<file path="src/rtl/conv_sched_pkg.sv">
// Shared types and defaults for the conv loop scheduler: FSM states, coordinate
// record carried through the result delay line, and index-width helper.
package conv_sched_pkg;

    typedef enum logic [1:0] {
        IDLE  = 2'd0,
        RUN   = 2'd1,
        DRAIN = 2'd2
    } state_t;

    localparam int DEF_MAP_WIDTH     = 64;
    localparam int DEF_MAP_HEIGHT    = 64;
    localparam int DEF_IN_CH         = 4;
    localparam int DEF_OUT_CH        = 32;
    localparam int DEF_KERNEL        = 3;
    localparam int DEF_PIPE_LATENCY  = 3;

    // Coordinates travel zero-extended to a fixed width so one record type serves every map size.
    localparam int COORD_W = 16;

    function automatic int idx_w(input int extent);
        return (extent > 1) ? $clog2(extent) : 1;
    endfunction

    localparam int DEF_X_W  = idx_w(DEF_MAP_WIDTH);
    localparam int DEF_Y_W  = idx_w(DEF_MAP_HEIGHT);
    localparam int DEF_CO_W = idx_w(DEF_OUT_CH);
    localparam int DEF_CI_W = idx_w(DEF_IN_CH);
    localparam int DEF_K_W  = idx_w(DEF_KERNEL);

    typedef struct packed {
        logic [COORD_W-1:0] x;
        logic [COORD_W-1:0] y;
        logic [COORD_W-1:0] co;
    } coord_t;

endpackage

</file>
<file path="src/rtl/conv_idx_delay.sv">
// Fixed-depth valid+coordinate shift register that re-times output coordinates
// to line up with the accumulator result; never stalls.
module conv_idx_delay
    import conv_sched_pkg::*;
#(
    parameter int DEPTH = DEF_PIPE_LATENCY
) (
    input  logic   clk,
    input  logic   arst_n_in,
    input  logic   push,
    input  coord_t push_coord,
    output logic   out_valid,
    output coord_t out_coord,
    output logic   drained
);

    logic [DEPTH-1:0] valid_d, valid_q;
    coord_t           coord_d [DEPTH];
    coord_t           coord_q [DEPTH];

    always_comb begin
        valid_d[0] = push;
        coord_d[0] = push_coord;
        for (int i = 1; i < DEPTH; i++) begin
            valid_d[i] = valid_q[i-1];
            coord_d[i] = coord_q[i-1];
        end
    end

    always_ff @(posedge clk) begin
        if (!arst_n_in) begin
            valid_q <= '0;
            coord_q <= '{default: '0};
        end else begin
            valid_q <= valid_d;
            coord_q <= coord_d;
        end
    end

    assign out_valid = valid_q[DEPTH-1];
    assign out_coord = coord_q[DEPTH-1];

    // Drained means the line is empty once the final stage retires this cycle.
    if (DEPTH > 1) begin : g_multi
        assign drained = ~|valid_q[DEPTH-2:0];
    end else begin : g_single
        assign drained = 1'b1;
    end

endmodule

</file>
<file path="src/rtl/conv_loop_scheduler.sv">
// Conv loop scheduler: walks y/x/co/ky/kx/ci and issues one MAC step per handshake.
// Optional perf counters are built when CONV_SCHED_PERF_EN is defined.
module conv_loop_scheduler
    import conv_sched_pkg::*;
#(
    parameter int FEATURE_MAP_WIDTH  = DEF_MAP_WIDTH,
    parameter int FEATURE_MAP_HEIGHT = DEF_MAP_HEIGHT,
    parameter int INPUT_NB_CHANNELS  = DEF_IN_CH,
    parameter int OUTPUT_NB_CHANNELS = DEF_OUT_CH,
    parameter int KERNEL_SIZE        = DEF_KERNEL,
    parameter int PIPE_LATENCY       = DEF_PIPE_LATENCY,
    localparam int XW  = idx_w(FEATURE_MAP_WIDTH),
    localparam int YW  = idx_w(FEATURE_MAP_HEIGHT),
    localparam int COW = idx_w(OUTPUT_NB_CHANNELS),
    localparam int CIW = idx_w(INPUT_NB_CHANNELS),
    localparam int KW  = idx_w(KERNEL_SIZE)
) (
    input  logic           clk,
    input  logic           arst_n_in,
    input  logic           start,
    output logic           running,
    output logic           done,
    output logic           step_valid,
    input  logic           step_ready,
    output logic [XW-1:0]  step_x,
    output logic [YW-1:0]  step_y,
    output logic [COW-1:0] step_co,
    output logic [CIW-1:0] step_ci,
    output logic [KW-1:0]  step_kx,
    output logic [KW-1:0]  step_ky,
    output logic           step_pad,
    output logic           step_first,
    output logic           step_last,
    output logic           output_valid,
    output logic [XW-1:0]  output_x,
    output logic [YW-1:0]  output_y,
    output logic [COW-1:0] output_ch
`ifdef CONV_SCHED_PERF_EN
    ,
    output logic [31:0]    perf_cycles,
    output logic [31:0]    perf_stalls
`endif
);

    localparam int HALF = (KERNEL_SIZE - 1) / 2;

    state_t         state_q, state_d;
    logic [XW-1:0]  x_q, x_d;
    logic [YW-1:0]  y_q, y_d;
    logic [COW-1:0] co_q, co_d;
    logic [CIW-1:0] ci_q, ci_d;
    logic [KW-1:0]  kx_q, kx_d;
    logic [KW-1:0]  ky_q, ky_d;
    logic           ci_max, kx_max, ky_max, co_max, x_max, y_max, all_max;
    logic           accept, start_accept, push, line_drained;
    logic signed [31:0] ix, iy;
    coord_t         push_coord, out_coord;

    // Handshake: a step transfers on a cycle with step_valid && step_ready; while
    // step_ready is low the descriptor holds, and step_valid never drops inside RUN.
    assign accept       = (state_q == RUN) && step_ready;
    assign start_accept = (state_q == IDLE) && start;
    assign push         = accept && step_last;

    assign ci_max  = (ci_q == CIW'(INPUT_NB_CHANNELS - 1));
    assign kx_max  = (kx_q == KW'(KERNEL_SIZE - 1));
    assign ky_max  = (ky_q == KW'(KERNEL_SIZE - 1));
    assign co_max  = (co_q == COW'(OUTPUT_NB_CHANNELS - 1));
    assign x_max   = (x_q == XW'(FEATURE_MAP_WIDTH - 1));
    assign y_max   = (y_q == YW'(FEATURE_MAP_HEIGHT - 1));
    assign all_max = ci_max && kx_max && ky_max && co_max && x_max && y_max;

    always_ff @(posedge clk) begin
        if (!arst_n_in) state_q <= IDLE;
        else            state_q <= state_d;
    end

    always_comb begin
        state_d = state_q;
        unique case (state_q)
            IDLE:    if (start) state_d = RUN;
            RUN:     if (accept && all_max) state_d = DRAIN;
            DRAIN:   if (line_drained) state_d = IDLE;
            default: state_d = IDLE;
        endcase
    end

    // done coincides with the final output_valid of the layer.
    always_comb begin
        running    = (state_q != IDLE);
        step_valid = (state_q == RUN);
        done       = (state_q == DRAIN) && line_drained;
    end

    // Innermost-first odometer: ci, kx, ky, co, x, y.
    always_comb begin
        x_d = x_q; y_d = y_q; co_d = co_q; ci_d = ci_q; kx_d = kx_q; ky_d = ky_q;
        if (start_accept) begin
            x_d = '0; y_d = '0; co_d = '0; ci_d = '0; kx_d = '0; ky_d = '0;
        end else if (accept) begin
            ci_d = ci_max ? '0 : ci_q + 1'b1;
            if (ci_max) kx_d = kx_max ? '0 : kx_q + 1'b1;
            if (ci_max && kx_max) ky_d = ky_max ? '0 : ky_q + 1'b1;
            if (ci_max && kx_max && ky_max) co_d = co_max ? '0 : co_q + 1'b1;
            if (ci_max && kx_max && ky_max && co_max) x_d = x_max ? '0 : x_q + 1'b1;
            if (ci_max && kx_max && ky_max && co_max && x_max) y_d = y_max ? '0 : y_q + 1'b1;
        end
    end

    always_ff @(posedge clk) begin
        if (!arst_n_in) begin
            x_q <= '0; y_q <= '0; co_q <= '0; ci_q <= '0; kx_q <= '0; ky_q <= '0;
        end else begin
            x_q <= x_d; y_q <= y_d; co_q <= co_d; ci_q <= ci_d; kx_q <= kx_d; ky_q <= ky_d;
        end
    end

    always_comb begin
        ix         = signed'(32'(x_q)) + signed'(32'(kx_q)) - HALF;
        iy         = signed'(32'(y_q)) + signed'(32'(ky_q)) - HALF;
        step_pad   = step_valid && ((ix < 0) || (ix >= FEATURE_MAP_WIDTH) ||
                                    (iy < 0) || (iy >= FEATURE_MAP_HEIGHT));
        step_first = step_valid && (ci_q == '0) && (kx_q == '0) && (ky_q == '0);
        step_last  = step_valid && ci_max && kx_max && ky_max;
    end

    assign step_x  = x_q;
    assign step_y  = y_q;
    assign step_co = co_q;
    assign step_ci = ci_q;
    assign step_kx = kx_q;
    assign step_ky = ky_q;

    assign push_coord = '{x: COORD_W'(x_q), y: COORD_W'(y_q), co: COORD_W'(co_q)};

    conv_idx_delay #(
        .DEPTH (PIPE_LATENCY)
    ) u_idx_delay (
        .clk        (clk),
        .arst_n_in  (arst_n_in),
        .push       (push),
        .push_coord (push_coord),
        .out_valid  (output_valid),
        .out_coord  (out_coord),
        .drained    (line_drained)
    );

    assign output_x  = out_coord.x[XW-1:0];
    assign output_y  = out_coord.y[YW-1:0];
    assign output_ch = out_coord.co[COW-1:0];

    logic unused_coord_bits;
    assign unused_coord_bits = ^{out_coord.x[COORD_W-1:XW], out_coord.y[COORD_W-1:YW],
                                 out_coord.co[COORD_W-1:COW]};

`ifdef CONV_SCHED_PERF_EN
    logic [31:0] perf_cycles_q, perf_cycles_d, perf_stalls_q, perf_stalls_d;

    always_comb begin
        perf_cycles_d = perf_cycles_q;
        perf_stalls_d = perf_stalls_q;
        if (start_accept) begin
            perf_cycles_d = '0;
            perf_stalls_d = '0;
        end else begin
            if (running && (perf_cycles_q != '1)) perf_cycles_d = perf_cycles_q + 1'b1;
            if ((state_q == RUN) && !step_ready && (perf_stalls_q != '1))
                perf_stalls_d = perf_stalls_q + 1'b1;
        end
    end

    always_ff @(posedge clk) begin
        if (!arst_n_in) begin
            perf_cycles_q <= '0;
            perf_stalls_q <= '0;
        end else begin
            perf_cycles_q <= perf_cycles_d;
            perf_stalls_q <= perf_stalls_d;
        end
    end

    assign perf_cycles = perf_cycles_q;
    assign perf_stalls = perf_stalls_q;
`endif

endmodule
</file>
<file path="config.mk">
export PLATFORM = sky130hd
export DESIGN_NAME = conv_loop_scheduler
export DESIGN_NICKNAME = d
export VERILOG_FILES = /design/src/rtl/conv_sched_pkg.sv /design/src/rtl/conv_idx_delay.sv /design/src/rtl/conv_loop_scheduler.sv
export SDC_FILE = /design/constraint.sdc
export NUM_CORES = 1
export LEC_CHECK = 0
export ABC_AREA = 1
export ABC_CLOCK_PERIOD_IN_PS = 6000
export CORE_ASPECT_RATIO = 0.6
export CORE_UTILIZATION = 50
export DETAILED_ROUTE_END_ITERATION = 10
export HOLD_SLACK_MARGIN = 0.02
export PLACE_DENSITY = 0.81
export SYNTH_ARGS = -nofsm -noshare
export SYNTH_HDL_FRONTEND = slang
export SYNTH_SLANG_ARGS = --single-unit
</file>
<file path="constraint.sdc">
create_clock -name clk -period 6 [get_ports clk]
set_input_delay 1.2 -clock clk [delete_from_list [all_inputs] [get_ports clk]]
set_output_delay 1.2 -clock clk [all_outputs]
set_load 0.05 [all_outputs]
</file>
==> summary.md <==
| Metric | Value |
|---|---|
| Worst Max-Slew Pin Slew | 0.574 ns |
| Number of nets in the layout | 523 |
| Launching instance or port of the critical path | step_y[1]$_SDFFE_PP0P_ |
| Die area | 7360 um2 |
| Sum of overflow across all layers after global routing | 0 |
| Per-cell routed wire length | 11.7 um |
| Number of instances in the synthesized netlist | 451 |
| Sequential-to-total area share from yosys stat | 0.451 |
| Worst endpoint required time | 4.80 ns |
| Quantity of gates resized following cts | 0 |
| CTS tree | built |
| Startpoint type of the worst setup path | flip-flop |
| Total design power | 0.00106 W |
| Run status | completed |
| Total cell area at the placement stage | 3970 um2 |
| Data arrival at the endpoint of the critical path | 3.02 ns |
| CTS H-tree depth | 3 |
| Synthesis-to-layout area growth | 20.9% |
| Worst setup skew after layout | 0.00686 ns |
| Area of the mapped netlist | 3510 um2 |
| Pwr Density | 249 nW/um2 |
| Endpoints failing setup | 0 |
| Buffers added on ports | 50 |
| I/O pin cnt | 51 |
| Top cell type's share of synthesized area | 0.451 |
| Yosys warning total | 0 |
| Tmin final | 4.22 ns |
| Antenna violations before repair | 0 |
| Core area | 6730 um2 |
| Clk_lat worst skew | 0.33 ns |
| Portion of the clock cycle consumed by the worst path in the final layout | 0.704 |
| Slew margin rel. | 0.616 |
| Endpoint of the worst register-to-register path | step_x[3]$_SDFFE_PP0P_ |
| Critical Path Sink Type | primary output |
| Std-Cell Rows | 23 |
| Worst Path Class, Setup | flip-flop to primary output |
| TritonCTS Sinks | 79 |
| Number of max-capacitance violations reported | 0 |
| Via count | 2754 |
| Number of DRC violations after detailed routing | 0 |
| Synth Area per Inst | 7.78 um2 |
| Clk buf depth | 2 |
| Hold buffer count at cts | 0 |
| X dimension of the die | 110 um |
| Flop and latch count out of synthesis | 79 |
| Layout filler cell count | 571 |
| Worst hold slack | 0.407 ns |
| Max IR drop VDD | 0.000192 V |
| Post-Syn Nets | 485 |
| Largest fanout on the critical path | 6 |
| Clock Tree Root | sky130_fd_sc_hd__clkbuf_16 |
| Global-route usage over all layers | 0.207 |
| Effective utilization at floorplan | 0.521 |
| Worst-path clk slew | 0.05 ns |
| Startpoint of the lowest-slack register-to-register path | step_co[0]$_SDFFE_PP0P_ |
| Highest clock rate | 0.237 GHz |
| Vias in the first global route | 2564 |
| Share of final-layout standard cells stronger than drive strength 1 | 0.0548 |
| Most common cell after layout, fill and taps aside | sky130_fd_sc_hd__nand2_1 |
| Pin count of the biggest net entering global routing | 56 |
| TNS Setup | 0 ns |
| Netlist cell types | 24 |
| Top cells by area, synth | sky130_fd_sc_hd__dfxtp_1, sky130_fd_sc_hd__nand2_1, sky130_fd_sc_hd__inv_1 |
| Worst setup slack for register-to-register paths | 3.91 ns |
| Worst slack at placement | 2.14 ns |
| Fin. max-slew vios | 0 |
| Vias per cell | 4.75 |
| Critical path endpoint | step_pad |
| # Post-CTS Setup Buffers | 0 |
| Leakage | 2.27 nW |
| Clock buffers created by TritonCTS | 9 |
| Classification of the worst-slack hold path | flip-flop to flip-flop |
| Initial DRC count | 146 |
| Worst reg-to-reg path cell count | 9 |
| DRT antenna net count | 0 |
| Gpl congestion | 0.836 |
| Post-route cell area | 4240 um2 |
| Final Hold Vio Count | 0 |
| Final worst slack | 1.78 ns |
| Count of TritonRoute iterations in the first routing pass | 4 |
| Vertical die dimension | 66.9 um |
| Critical hold path startpoint | u_idx_delay.coord_d[21]$_SDFF_PN0_ |
| Final antenna diode count | 0 |
| Half-perimeter wire length after placement | 4.99 mm |
| Routed Wire Length | 6.78 mm |
| Setup repair after global routing missed its margin | no |
| First-pass GRT wire length | 11.3 mm |
| Commonest cells after routing, fill and taps aside | sky130_fd_sc_hd__nand2_1, sky130_fd_sc_hd__inv_1, sky130_fd_sc_hd__dfxtp_1 |
| Top cell type by total area after synthesis | sky130_fd_sc_hd__dfxtp_1 |
-- cells by family after synthesis --
logic type | count (synthesis) | share of synthesized area
DFF | 79 | 0.451
and+or+nand+nor | 178 | 0.223
adders and majority gates | 30 | 0.111
AOI/OAI and AO/OA | 32 | 0.0482
buffers and inverters | 127 | 0.154
xor gates and xnor gates | 5 | 0.0125
-- layer usage --
metal	GRT usage	up-vias	routed length (um)
met5	0	-	0
met4	0.0641	0	57
met1	0.250	1260	3040
met2	0.329	81	3090
li1	-	1407	-
met3	0.0920	6	592
-- layout make-up --
type	instances	area (um2)	share of cell area
clock buffers	12	256	0.0605
repair buffers	51	503	0.119
inverters	103	387	0.0912
well taps	87	109	0.0257
flip-flops and latches	79	1580	0.373
clock inverters	3	18.8	0.00443
multi-input cells	245	1390	0.327
-- report_power, final --
group	leakage, nW	internal (W)	total, W	switching (W)
logic	1.50	0.00000982	0.0000374	0.0000276
registers	0.636	0.000526	0.000527	0.00000119
clock network	0.138	0.000299	0.000492	0.000193
total	2.27	0.000835	0.00106	0.000222
-- per-stage QoR --
step / util / std cells
4_1_cts: 0.630 / 580
5_1_grt: 0.630 / 580
3_5_place_dp: 0.589 / 565
6_report: 0.630 / 580
3_3_place_gp: 0.589 / 565
2_1_floorplan: - / 451
-- how the worst min path moves through the flow --
stage	cells after the start	endpoint
final	2	u_idx_delay.out_coord[21]$_SDFF_PN0_
after global routing	2	u_idx_delay.out_coord[32]$_SDFF_PN0_
after CTS	2	u_idx_delay.out_coord[32]$_SDFF_PN0_
after detailed placement	2	u_idx_delay.out_coord[32]$_SDFF_PN0_
after global placement	2	u_idx_delay.coord_d[34]$_SDFF_PN0_
after floorplan	2	u_idx_delay.coord_d[0]$_SDFF_PN0_
-- state kept, by name, summed over array words and instances, names as in the netlist --
signal / cells
u_idx_delay.coord_d: 34
step_x: 6
u_idx_delay.out_coord: 17
step_ky: 2
step_co: 5
step_kx: 2
step_ci: 2
step_y: 6
state_q: 2
u_idx_delay.valid_q: 3
-- critical path, stage by stage (launching register included) --
cell and delay [ns]:
sky130_fd_sc_hd__dfxtp_1 0.44, sky130_fd_sc_hd__inv_1 0.07, sky130_fd_sc_hd__ha_1 0.27, sky130_fd_sc_hd__inv_1 0.04, sky130_fd_sc_hd__ha_1 0.22, sky130_fd_sc_hd__fa_1 0.36, sky130_fd_sc_hd__nand2_1 0.07, sky130_fd_sc_hd__nand2_1 0.06
sky130_fd_sc_hd__nand2_1 0.06, sky130_fd_sc_hd__nand2_1 0.05, sky130_fd_sc_hd__nand2_1 0.06, sky130_fd_sc_hd__inv_1 0.03, sky130_fd_sc_hd__nand3_1 0.07, sky130_fd_sc_hd__nor2_1 0.04, sky130_fd_sc_hd__nor2_1 0.07, sky130_fd_sc_hd__clkdlybuf4s50_1 0.80
-- synth_stat cells --
library cell,n
sky130_fd_sc_hd__buf_4,17
sky130_fd_sc_hd__a211oi_1,2
sky130_fd_sc_hd__buf_1,2
sky130_fd_sc_hd__o21ai_2,1
sky130_fd_sc_hd__clkbuf_1,5
sky130_fd_sc_hd__o21ai_0,7
sky130_fd_sc_hd__nor3_1,5
sky130_fd_sc_hd__nor3_4,1
sky130_fd_sc_hd__nand2_1,111
sky130_fd_sc_hd__a21oi_1,22
sky130_fd_sc_hd__nor3b_2,2
sky130_fd_sc_hd__inv_1,101
sky130_fd_sc_hd__dfxtp_1,79
sky130_fd_sc_hd__nand3_1,22
sky130_fd_sc_hd__nor2_4,2
sky130_fd_sc_hd__nor2_1,25
sky130_fd_sc_hd__nand2_4,2
sky130_fd_sc_hd__inv_2,2
sky130_fd_sc_hd__nand4_1,7
sky130_fd_sc_hd__fa_1,2
sky130_fd_sc_hd__ha_1,28
sky130_fd_sc_hd__xnor2_1,1
sky130_fd_sc_hd__xor2_1,4
sky130_fd_sc_hd__or2_2,1
Power figures use the tool's default switching activity.
==> variant, RTL diff (config.mk and constraints unchanged) <==
Add a define of `CONV_SCHED_PERF_EN`.
--- a/src/rtl/conv_loop_scheduler.sv
+++ b/src/rtl/conv_loop_scheduler.sv
@@ -1,5 +1,7 @@
 // Conv loop scheduler: walks y/x/co/ky/kx/ci and issues one MAC step per handshake.
 // Optional perf counters are built when CONV_SCHED_PERF_EN is defined.
+`define CONV_SCHED_PERF_EN
+
 module conv_loop_scheduler
     import conv_sched_pkg::*;
 #(
Function (old outputs only; new: perf_cycles and perf_stalls): kept (Yosys induction, for registers that start in step).
==> variant against the original RTL <==
- global-route usage is 4.8 points higher
- total power rose by 110%
- area after synthesis up 120%
- cell area is 120% higher
- routed wire length rose to 2.9 times the old value
- worst setup slack got worse by 0.061 ns
- clock skew grew 0.0026 ns
- sequential cell count increased by 64
- largest power group is now the clock network
==> variant: results (changes against the original RTL) <==
| Result | Value | Delta |
|:---|:---|:---|
| Setup slack of the most critical reg-to-reg path | 3.54 ns | -0.37 ns |
| Cts bufs inserted | 17 | +8 |
| Wire length of the first global-routing pass | 32100 um | +180% |
| Pre-Repair DR Iteration Count | 6 | +2 |
| Clock transition at the register clock pins on the worst setup and hold paths after CTS | 0.07 ns | +0.02 ns |
| Hold worst-path end | u_idx_delay.coord_d[32]$_SDFF_PN0_ |  |
| DR WL met2 | 7710 um | +150% |
| Layout Nets | 1273 | +140% |
| Proportion of synthesized chip area in sequential cells | 37.5% | -7.6 points |
| GPL Wtd Cong | 0.969 | +16% |
| Met1 Routed Length | 9780 um | +220% |
| Worst slack at placement | 2.14 ns | +0.00421 ns |
| Count of unique library cells instantiated by Yosys | 29 | +21% |
| Post-synth top cells | sky130_fd_sc_hd__nand2_1, sky130_fd_sc_hd__inv_1, sky130_fd_sc_hd__nor2_1 |  |
| Via/cell ratio | 4.99 | +5.1% |
| Overall track demand over capacity in global routing | 25.5% | +4.8 points |
| Run status | finished clean |  |
| Number of global-route vias before repair | 6365 | +150% |
| Number of standard cells in the layout, taps in and fillers out | 1448 | +150% |
| Mean cell area of the mapped netlist | 6.69 um2 | -14% |
| Min-delay src | u_idx_delay.coord_d[80]$_SDFF_PN0_ |  |
| Final wirelength | 19500 um | +190% |
| Period minus WS final | 4.29 ns | +0.0610 ns |
| Port-buffer cells | 114 | +130% |
| Hold WS | 0.404 ns | -0.00335 ns |
[variant: cell count changes in the layout (fill, tap and decap cells not counted), sizes merged, moves of 22 or more]
| cell | delta |
|---|---|
| dfxtp | +64 |
| nand3 | +38 |
| xor2 | +22 |
| inv | +62 |
| nor2 | +133 |
| a21oi | +52 |
| nand2 | +287 |
| clkdlybuf4s50 | +64 |
[variant: area by class of cell]
cell class | instances | share of cell area [%]
inverters | 155 | 6.20
flip-flops and latches | 143 | 30.5
multi-input cells | 804 | 41.7
clock inverters | 14 | 1.97
clock buffers | 18 | 4.68
repair buffers | 116 | 12.3
well taps | 198 | 2.64
[variant: power groups by stage]
stage	clock [mW]	sequential, mW	combinational (mW)
2_1_floorplan	0	0.982	0.0622
3_3_place_gp	0	0.976	0.0861
3_5_place_dp	0	0.976	0.0870
4_1_cts	1.14	0.954	0.0871
5_1_grt	1.19	0.954	0.0936
6_report	1.13	0.954	0.0868
